$ cat src/rtl/sequenciador_espera.sv
// rtl/sequenciador_espera.sv - stall sequencer for the Delay, Entrada and Saida control strobes
// Holds the PC while a timed delay runs or a switch input waits for the confirm button.
module sequenciador_espera #(
  parameter int WIDTH        = 32,
  parameter int CLK_POR_UNID = 50000
) (
  input  logic             clock,
  input  logic             reset_n,
  input  logic             delay,
  input  logic             entrada,
  input  logic             saida,
  input  logic [WIDTH-1:0] valor_delay,
  input  logic [WIDTH-1:0] dado_saida,
  input  logic [WIDTH-1:0] chaves,
  input  logic             botao,
  output logic             parar,
  output logic             escreve_ent,
  output logic [WIDTH-1:0] dado_entrada,
  output logic [WIDTH-1:0] saida_reg,
  output logic             saida_valida,
  output logic             aguardando
);

  localparam int PW = (CLK_POR_UNID > 1) ? $clog2(CLK_POR_UNID) : 1;
  localparam logic [PW-1:0] PRE_MAX = PW'(CLK_POR_UNID - 1);

  typedef enum logic [1:0] {
    OCIOSO     = 2'd0,
    ATRASO     = 2'd1,
    ESPERA_ENT = 2'd2,
    FIM        = 2'd3
  } estado_t;

  estado_t          estado, prox;
  logic [WIDTH-1:0] contador, contador_prox;
  logic [PW-1:0]    prescaler, prescaler_prox;
  logic             arm, arm_prox;
  logic             b_s1, b_s2, b_s3;
  logic             botao_pulso;
  logic             captura;
  logic             carrega_saida;

  // Two-flop synchroniser plus one delay flop for the rising-edge detector
  always_ff @(posedge clock or negedge reset_n) begin
    if (!reset_n) begin
      b_s1 <= 1'b0;
      b_s2 <= 1'b0;
      b_s3 <= 1'b0;
    end else begin
      b_s1 <= botao;
      b_s2 <= b_s1;
      b_s3 <= b_s2;
    end
  end

  assign botao_pulso = b_s2 & ~b_s3;

  always_ff @(posedge clock or negedge reset_n) begin
    if (!reset_n) begin
      estado       <= OCIOSO;
      contador     <= '0;
      prescaler    <= '0;
      arm          <= 1'b0;
      dado_entrada <= '0;
      saida_reg    <= '0;
      saida_valida <= 1'b0;
    end else begin
      estado       <= prox;
      contador     <= contador_prox;
      prescaler    <= prescaler_prox;
      arm          <= arm_prox;
      saida_valida <= carrega_saida;
      if (captura)       dado_entrada <= chaves;
      if (carrega_saida) saida_reg    <= dado_saida;
    end
  end

  always_comb begin
    prox           = estado;
    contador_prox  = contador;
    prescaler_prox = prescaler;
    arm_prox       = arm;
    parar          = 1'b0;
    aguardando     = 1'b0;
    escreve_ent    = 1'b0;
    captura        = 1'b0;
    carrega_saida  = 1'b0;
    case (estado)
      OCIOSO: begin
        arm_prox = 1'b0;
        // A zero-length delay still wins priority but behaves as a NOP
        if (delay) begin
          if (valor_delay != '0) begin
            parar          = 1'b1;
            contador_prox  = valor_delay;
            prescaler_prox = PRE_MAX;
            prox           = ATRASO;
          end
        end else if (entrada) begin
          parar = 1'b1;
          prox  = ESPERA_ENT;
        end else if (saida) begin
          carrega_saida = 1'b1;
        end
      end
      ATRASO: begin
        parar = 1'b1;
        if (prescaler == '0) begin
          prescaler_prox = PRE_MAX;
          if (contador == WIDTH'(1)) prox = FIM;
          else contador_prox = contador - WIDTH'(1);
        end else begin
          prescaler_prox = prescaler - PW'(1);
        end
      end
      ESPERA_ENT: begin
        parar      = 1'b1;
        aguardando = 1'b1;
        if (botao_pulso) begin
          captura  = 1'b1;
          arm_prox = 1'b1;
          prox     = FIM;
        end
      end
      FIM: begin
        escreve_ent = arm;
        arm_prox    = 1'b0;
        prox        = OCIOSO;
      end
      default: prox = OCIOSO;
    endcase
  end

endmodule

$ cat config.mk
export PLATFORM = sky130hd
export DESIGN_NAME = sequenciador_espera
export DESIGN_NICKNAME = d
export VERILOG_FILES = /design/src/rtl/sequenciador_espera.sv
export SDC_FILE = /design/constraint.sdc
export NUM_CORES = 1
export LEC_CHECK = 0
export CAP_MARGIN = 10
export CORE_UTILIZATION = 45
export CTS_BUF_LIST = sky130_fd_sc_hd__clkbuf_8
export DETAILED_ROUTE_END_ITERATION = 7
export HOLD_SLACK_MARGIN = 0.12
export PLACE_DENSITY = 0.76
export SETUP_SLACK_MARGIN = 0.05
export SLEW_MARGIN = 0
export SYNTH_ARGS = -nofsm -noshare
export SYNTH_HDL_FRONTEND = slang
export SYNTH_SLANG_ARGS = --single-unit
$ cat constraint.sdc
create_clock -name clock -period 3 [get_ports clock]
set_clock_uncertainty 0.1 [all_clocks]
set_input_delay 0.75 -clock clock [delete_from_list [all_inputs] [get_ports clock]]
set_output_delay 0.75 -clock clock [all_outputs]
set_load 0.02 [all_outputs]
## Word level (Yosys, flattened, before mapping)

Index checks and enable logic that the tools add are counted.

- Add/sub/neg operators: 2
- Multiply operators: 0
- Div/mod/pow operators: 0
- Order comparisons: 0
- Equality and inequality tests: 12
- Shift-type cells: 0
- Muxes and demuxes: 30
- Bitwise gates (word level): 2
- Reductions and logical operators: 11

Operators by type and width:

| cell | number |
|---|---|
| 32-bit two-way mux | 4 |
| 32-bit case mux with 2 select lines | 1 |
| 16-bit two-way mux | 3 |
| 32-bit by 1-bit == test with 1-bit output (second input constant) | 1 |
| 16-bit case mux with 2 select lines | 1 |
| 32-bit nonzero test | 1 |
| 32-bit by 1-bit subtractor with 32-bit output (second input constant) | 1 |
| 16-bit zero test | 1 |
| 16-bit by 1-bit subtractor with 16-bit output (second input constant) | 1 |
| 1-bit two-way mux | 12 |
| 2-bit two-way mux | 6 |
| 2-bit != test (second input constant) | 6 |
| 5-bit AND reduction | 2 |
| 2-bit case mux with 4 select lines | 1 |
| 3-bit != test (second input constant) | 2 |
| 2-bit == test (second input constant) | 2 |
| 1-bit case mux with 2 select lines | 2 |
| 2-bit nonzero test | 2 |
| 2-bit OR reduction | 2 |
| 3-bit AND reduction | 1 |
| 2-bit by 1-bit == test with 1-bit output (second input constant) | 1 |
| 2-bit zero test | 1 |
| 2-bit AND reduction | 1 |
| 1-bit AND | 1 |
| 1-bit inverter | 1 |

- Flip-flop bits (word level): 119
- Bits in latches: 0
- RAM bits: 0
- ROM bits: 0
- Output and inout port bits: 68
- Logic and storage cells: 67
- Memories kept: 0

## Longest topological paths before layout

Gate-level depths: netlist (run 1).

- Depth in word-level cells: 4
- Gate-level depth with buffers: 11
- Gate-level depth less buffers: 8

## Worst setup path before layout (run 1)

Ideal clock, no wire load.

- Path kind: input to output
- From: input valor_delay[13]
- To: output parar
- Arrival time: 1.684 ns
- Data required time: 2.150 ns
- Path slack: 0.466 ns
- Stages: 6
- Path buffers: 0
- Cell sequence: nor4_1 nand4_1 nor2_1 a21oi_1 a21oi_1 nor2_1

- Cells in the longest elaborated chain, start to end: 4

RTL lines:

| item | line | text |
|---|---|---|
| from (decl) | 12 | `input logic [WIDTH-1:0] valor_delay,` |
| 32-bit nonzero test | 93 | `if (valor_delay != '0) begin` |
| 1-bit two-way mux | 93 |  |
| 1-bit two-way mux | 92 | `if (delay) begin` |
| 1-bit case mux with 2 select lines | 88 | `case (estado)` |
| to (decl) | 16 | `output logic parar,` |

Every way passes these cells.

## Worst setup path after layout (run 1)

- From: input valor_delay[18]
- To: output parar

The elaborated chain is that of the path after synthesis.

==> impl_metrics.sql, run 1 <==
INSERT INTO impl_metrics (metric_group, metric, value, unit) VALUES
('sta', 'achievable-frequency', '337.0', 'MHz'),
('critical_path', 'end_kind', 'primary output', ''),
('finish', 'fillers', '922', ''),
('synth', 'ys_types', '71', ''),
('floorplan', 'initial_utilization', '46.86', '%'),
('grt', 'grt_pass1_wl', '28990', 'um'),
('sta', 'timing.final.hold_violations', '0', ''),
('placement', 'postPlaceCellArea', '8277', 'sq um'),
('finish', 'layout-area-overhead-vs-synth', '47.07', '%'),
('finish', 'mostFrequentLayoutCell', 'clkdlybuf4s50_1', ''),
('sta', 'worst_slew_margin_relative_to_its_limit', '57.14', '%'),
('clock_tree', 'ctsLongestPathBuffers', '2', ''),
('critical_path', 'reg2regPathDepth', '7', ''),
('routing', 'antenna_violating_nets_post_route', '0', ''),
('clock_tree', 'holdBufCountCts', '0', ''),
('floorplan', 'ioPinCount', '170', ''),
('sta', 'setup_total_negative_slack', '0', 'ns'),
('synth', 'postSynthNetCount', '675', ''),
('sta', 'timing_worst_slew_pin_value', '0.6371', 'ns'),
('synth', 'async_reset_ff_share', '100.0', '%'),
('finish', 'register_area', '2978', 'sq um'),
('sta', 'slew_viol_final', '0', ''),
('sta', 'finalWorstPathRequiredPeriod', '2.967', 'ns'),
('power', 'vdd_ir_drop_max', '0.7210', 'mV'),
('floorplan', 'design.die.area', '13770', 'sq um'),
('sta', 'setup_repair_after_global_routing_missed_its_margin', 'yes', ''),
('grt', 'grt_pass1_vias', '5902', ''),
('floorplan', 'std_cell_rows', '41', ''),
('floorplan', 'die_w', '117.3', 'um'),
('routing', 'routed_via_density', '5.762', ''),
('synth', 'yosysSeqAreaShare', '49.75', '%'),
('power', 'cellLeakagePower', '3.557', 'nW'),
('sta', 'hold_slack', '0.1995', 'ns'),
('power', 'internal-power', '5.207', 'mW'),
('routing', 'drt_iter0_drc', '466', ''),
('critical_path', 'critical_path.max_stage_delay', '0.28', 'ns'),
('placement', 'pre_cts_slack', '-0.8145', 'ns'),
('power', 'share_clk_of_total_power', '16.9', '%'),
('synth', 'dominantRegCellSynth', 'dfrtp_1', ''),
('clock_tree', 'clock-root-buffer', 'clkbuf_8', ''),
('critical_path', 'cp.required', '2.15', 'ns'),
('clock_tree', 'cts_inserted_buffers', '17', ''),
('critical_path', 'path_delay_family', 'simple AND/OR/NAND/NOR gates', ''),
('floorplan', 'core_area', '12770', 'sq um'),
('finish', 'finalNonFillerCells', '983', ''),
('synth', 'synth_top_cells_by_area', 'dfrtp_1 (50%), mux2_2 (12%), a21oi_1 (3.2%)', ''),
('finish', 'design_area', '8803', 'sq um'),
('synth', 'syn_avg_cell_area', '10.61', 'sq um'),
('grt', 'antenna_found_initial', '0', ''),
('sta', 'worst_slack', '0.03284', 'ns'),
('placement', 'placedCellCount', '941', ''),
('critical_path', 'endpoint_arrival_time_on_the_critical_path', '2.12', 'ns'),
('routing', 'dr_total_vias', '5664', ''),
('synth', 'synthesis.area', '5986', 'sq um'),
('hold_path', 'hold_class', 'input pin to asynchronous set/reset pin', ''),
('synth', 'yosys_warnings', '0', ''),
('power', 'power.sequential.fraction', '32.8', '%'),
('placement', 'post-dp-hpwl', '12830', 'um'),
('synth', 'synthesis.instances', '564', ''),
('synth', 'yosysTopAreaCellShare', '49.75', '%'),
('synth', 'yosys_register_bits', '119', ''),
('routing', 'routed_wire_length_per_instance', '17.92', 'um'),
('run_status', 'outcome', 'complete, no violations', ''),
('placement', 'buffer_ports.inserted', '169', ''),
('routing', 'drt-total-wl', '17620', 'um'),
('critical_path', 'critical_path.slowest_cell', 'nor4_4', ''),
('power', 'design_power_total', '8.750', 'mW'),
('grt', 'track_usage', '26.61', '%'),
('power', 'combinationalPowerShare', '50.3', '%'),
('run', 'drv_cap', '0', ''),
('critical_path', 'worst-path-stages', '8', '');
metal layers:
| metal | routed length, um | track usage (%) | up-vias |
|---|---|---|---|
| met5 | 0 | 0 | - |
| li1 | - | - | 2606 |
| met1 | 7127 | 30.81 | 2764 |
| met3 | 1653 | 10.65 | 41 |
| met4 | 420 | 10.80 | 0 |
| met2 | 8415 | 43.75 | 253 |
worst reg2reg max path, stage by stage (launching register included):
cell     delay (ns)
dfrtp_1        0.43
nor4_1         0.59
nand4_1        0.25
nor3_1         0.28
buf_4          0.23
a211o_1        0.29
nor4b_1        0.08
a221o_1        0.27
power groups by stage:
stage          combinational [mW]  clock, mW  sequential (mW)
3_5_place_dp                 4.36          0             2.87
6_report                     4.40       1.48             2.87
3_3_place_gp                 4.25          0             2.82
5_1_grt                      4.73       1.58             2.96
2_1_floorplan                1.98          0             3.31
4_1_cts                      4.38       1.50             2.85
cell type report:
| cell class | count | area share, % |
|---|---|---|
| Clock buffer | 17 | 2.658 |
| Sequential cell | 119 | 33.83 |
| Tap cell | 172 | 2.445 |
| Inverter | 13 | 0.5543 |
| Clock inverter | 13 | 1.791 |
| Multi-Input combinational cell | 408 | 33.73 |
| Timing Repair Buffer | 241 | 25.00 |
repair_timing:
action                     CTS  global route
resized for setup           85            29
pin swaps                   14            12
setup buffers               11             1
setup endpoints to repair    1             1
cells in the mapped netlist, types with 2 or more instances:
master	instances
nand2_2	3
nor2b_1	3
a21o_1	3
and3_1	4
nand2_1	36
nor4_1	20
o41ai_1	5
buf_1	5
dfrtp_1	119
o31a_1	3
o32ai_1	5
xnor2_1	2
a211o_1	2
inv_1	13
nand3b_1	2
a21oi_1	38
or4_1	5
a221o_1	2
o21ai_1	9
nor2_1	47
or4_4	4
a2bb2oi_1	3
o311a_1	2
a31oi_1	9
ha_1	9
mux2_2	64
xor2_1	2
o211ai_1	2
buf_2	9
o21a_1	3
or3_1	3
o22ai_1	8
clkbuf_1	9
nand2b_1	2
nor4b_1	3
o2bb2ai_1	4
nor3_1	24
nand3_1	15
nand4_1	7
o31ai_1	4
o21ai_0	17
and4_1	5
a22oi_1	2
path summary, 6_finish.rpt:
path | startpoint | endpoint | slack, ns
max in group asynchronous | reset_n | dado_entrada[18] | 1.90
min in group clock | b_s1 | b_s2 | 0.25
min reg2reg | b_s1 | b_s2 | 0.25
max | valor_delay[18] | parar | 0.03
min | reset_n | contador[20] | 0.20
max reg2reg | contador[28] | contador[31] | 0.36
logic make-up (layout without fill, tap and decap cells):
group,Yosys count,count (layout),share of synthesized area (%)
xor+xnor,4,4,0.5854
buf+inv,37,284,2.634
mux,65,65,12.21
simple gates,194,194,17.56
fa+ha+maj,9,9,1.881
compound gates,136,136,15.38
flops,119,119,49.75
Note: power is estimated with default switching activity, not from simulation.
==> run 2: changes to the inputs <==
Settings changed: CTS_CLUSTER_DIAMETER from default to 80, GPL_TIMING_DRIVEN from default to 0.
==> run 2 against run 1 <==
Clock-buffer cell count increased by 2. First-iteration DRC count increased by 9.4%. Cell count decreased by 3.6%. Sequential power about the same. Hold slack got worse by 0.019 ns. Die area unchanged. Worst setup slack improved by 0.035 ns. Critical path depth unchanged. Clock power decreased by 5%. Non-clock buffer count decreased by 33.
==> impl_metrics.sql, run 2 (synthesized netlist as in run 1, its figures left out) <==
INSERT INTO impl_metrics (metric_group, metric, value, unit) VALUES
('grt', 'grt_pass1_vias', '5742', ''),
('sta', 'worst_slew_margin_relative_to_its_limit', '43.22', '%'),
('clock_tree', 'clock_latency', '0.44', 'ns'),
('grt', 'gr-total-overflow', '0', ''),
('floorplan', 'initial_utilization', '46.86', '%'),
('grt', 'grt_start_max_net_pins', '64', ''),
('power', 'cellLeakagePower', '3.335', 'nW'),
('clock_tree', 'ctsLongestPathBuffers', '2', ''),
('sta', 'timing.final.hold_violations', '0', ''),
('clock_tree', 'cts_htree_levels', '4', ''),
('floorplan', 'design.die.area', '13770', 'sq um'),
('hold_path', 'hold_class', 'input pin to asynchronous set/reset pin', ''),
('critical_path', 'cp.required', '2.15', 'ns'),
('sta', 'achievable-frequency', '341.0', 'MHz'),
('finish', 'layout-drive-gt1-share', '23.07', '%'),
('routing', 'routed_via_density', '5.853', ''),
('routing', 'dr_total_vias', '5549', ''),
('sta', 'hold_slack', '0.1804', 'ns'),
('routing', 'drt_iter0_drc', '510', ''),
('routing', 'drt-total-wl', '18100', 'um'),
('floorplan', 'die_w', '117.3', 'um'),
('finish', 'fin_util', '65.91', '%'),
('power', 'share_clk_of_total_power', '16.2', '%'),
('floorplan', 'die_y', '117.3', 'um'),
('clock_tree', 'cts.sink_count', '119', ''),
('power', 'vdd_ir_drop_max', '0.5810', 'mV'),
('finish', 'multi_input_comb_area', '2987', 'sq um'),
('grt', 'antenna_found_initial', '0', ''),
('floorplan', 'std_cell_rows', '41', ''),
('critical_path', 'critPathKind', 'input pin to primary output', ''),
('finish', 'register_area', '2978', 'sq um'),
('power', 'power_per_cell_area', '1025', 'nW/um^2'),
('routing', 'post-route-drc-count', '0', ''),
('finish', 'design_area', '8419', 'sq um'),
('critical_path', 'critical_path.startpoint_type', 'input pin', ''),
('power', 'design_power_total', '8.632', 'mW'),
('finish', 'fin_nets', '878', ''),
('critical_path', 'critical_path.cell_chain', 'buf_6, nor4_4, nand4_1, nor2_2, a21oi_2, a21oi_1, nor2_1, buf_4', ''),
('grt', 'track_usage', '27.01', '%'),
('floorplan', 'core_area', '12770', 'sq um'),
('routing', 'antenna_violating_nets_post_route', '0', ''),
('critical_path', 'critical_path.max_stage_delay', '0.32', 'ns'),
('sta', 'slew_viol_final', '0', ''),
('critical_path', 'cp.buffers_inverters', '2', ''),
('sta', 'setup_repair_after_global_routing_missed_its_margin', 'yes', ''),
('run_status', 'outcome', 'complete, no violations', ''),
('sta', 'worst_slack', '0.06780', 'ns'),
('placement', 'pre_cts_slack', '-0.8553', 'ns'),
('critical_path', 'crit_fanout', '2', ''),
('routing', 'routed_wire_length_per_instance', '19.09', 'um'),
('finish', 'fillers', '999', ''),
('sta', 'final-setup-viol-count', '0', ''),
('finish', 'layout_common_cells', 'clkdlybuf4s50_1 (135), dfrtp_1 (119), mux2_2 (64)', ''),
('power', 'internal-power', '5.009', 'mW'),
('placement', 'postPlaceCellArea', '7921', 'sq um'),
('finish', 'mostFrequentLayoutCell', 'clkdlybuf4s50_1', ''),
('critical_path', 'end_kind', 'primary output', ''),
('finish', 'antenna_cells', '0', ''),
('placement', 'routabilityCongestion', '0.9027', ''),
('clock_tree', 'clock-root-buffer', 'clkbuf_8', ''),
('sta', 'final_min_period_over_clock_period', '97.74', '%'),
('sta', 'timing_worst_slew_pin_value', '0.8406', 'ns'),
('power', 'combinationalPowerShare', '50.5', '%'),
('run', 'drv_cap', '0', ''),
('power', 'power.sequential.fraction', '33.2', '%'),
('sta', 'finalWorstPathRequiredPeriod', '2.932', 'ns'),
('power', 'power.switching', '3.623', 'mW'),
('critical_path', 'path_delay_family', 'simple AND/OR/NAND/NOR gates', ''),
('routing', 'drt_first_pass_iters', '7', ''),
('placement', 'buffer_ports.inserted', '169', ''),
('critical_path', 'critical_path.slowest_cell', 'nor4_4', ''),
('floorplan', 'ioPinCount', '170', ''),
('critical_path', 'endpoint_arrival_time_on_the_critical_path', '2.08', 'ns'),
('finish', 'layout-area-overhead-vs-synth', '40.66', '%'),
('grt', 'grt_pass1_wl', '29440', 'um'),
('placement', 'post-dp-hpwl', '13040', 'um'),
('clock_tree', 'cts_inserted_buffers', '17', ''),
('clock_tree', 'cts_tree', 'done', ''),
('power', 'netSwitchingFraction', '41.97', '%'),
('clock_tree', 'clk_pin_slew_worst_paths', '0.07', 'ns');
[run 2: final timing paths]
path	from	end	slack, ns	depth (start not counted)
max	valor_delay[12]	parar	0.07	8
min	reset_n	saida_reg[19]	0.18	1
max reg2reg	estado[0]	contador[0]	0.18	11
min reg2reg	b_s1	b_s2	0.25	0
max in group asynchronous	reset_n	dado_entrada[6]	1.93	2
min in group clock	b_s1	b_s2	0.25	0
[run 2: routing by layer]
metal	GRT usage (%)	share of wire [%]	routed length, um	vias up
li1	-	-	-	2536
met1	32.96	39	7063	2700
met5	0	0	0	-
met3	10.60	11	2066	26
met2	43.71	48	8657	287
met4	8.523	1.7	309	0
[run 2: power by group through the flow]
stage	sequential (mW)	clock (mW)	combinational, mW
6_report	2.87	1.40	4.36
5_1_grt	2.96	1.50	4.65
4_1_cts	2.85	1.42	4.29
3_5_place_dp	2.86	0	4.27
3_3_place_gp	2.82	0	4.18
2_1_floorplan	3.31	0	1.98
[run 2: final cells by class]
cell class                 count  area share (%)
tap                          172           2.556
inverter                      13          0.5796
sequential                   119           35.37
buffer                        24           1.308
clock inverter                 9           1.263
multi-input combinational    408           35.47
clock buffer                  19           3.106
timing repair buffer         184           20.34
[run 2: stage by stage]
stage          setup TNS, ns  std cells
6_report                   0        948
3_3_place_gp         -430.99        905
3_5_place_dp          -12.57        906
4_1_cts                    0        945
5_1_grt             -0.07190        948
2_1_floorplan              0        564
[run 2: worst register-to-register path: stages, from the launching register on]
cell and delay (ns):
dfrtp_1 0.43, inv_1 0.15, ha_1 0.17, clkbuf_1 0.30, nor2b_1 0.12, a21oi_1 0.30, a31o_2 0.18, buf_2 0.25
nor2_1 0.07, buf_2 0.21, buf_2 0.25, a22oi_1 0.20
[run 2: what timing repair did]
item	CTS	global route
resized for setup	88	48
setup buffers	11	3
endpoints found under the setup margin	11	41
pin swaps	14	14
hold buffers	0	0
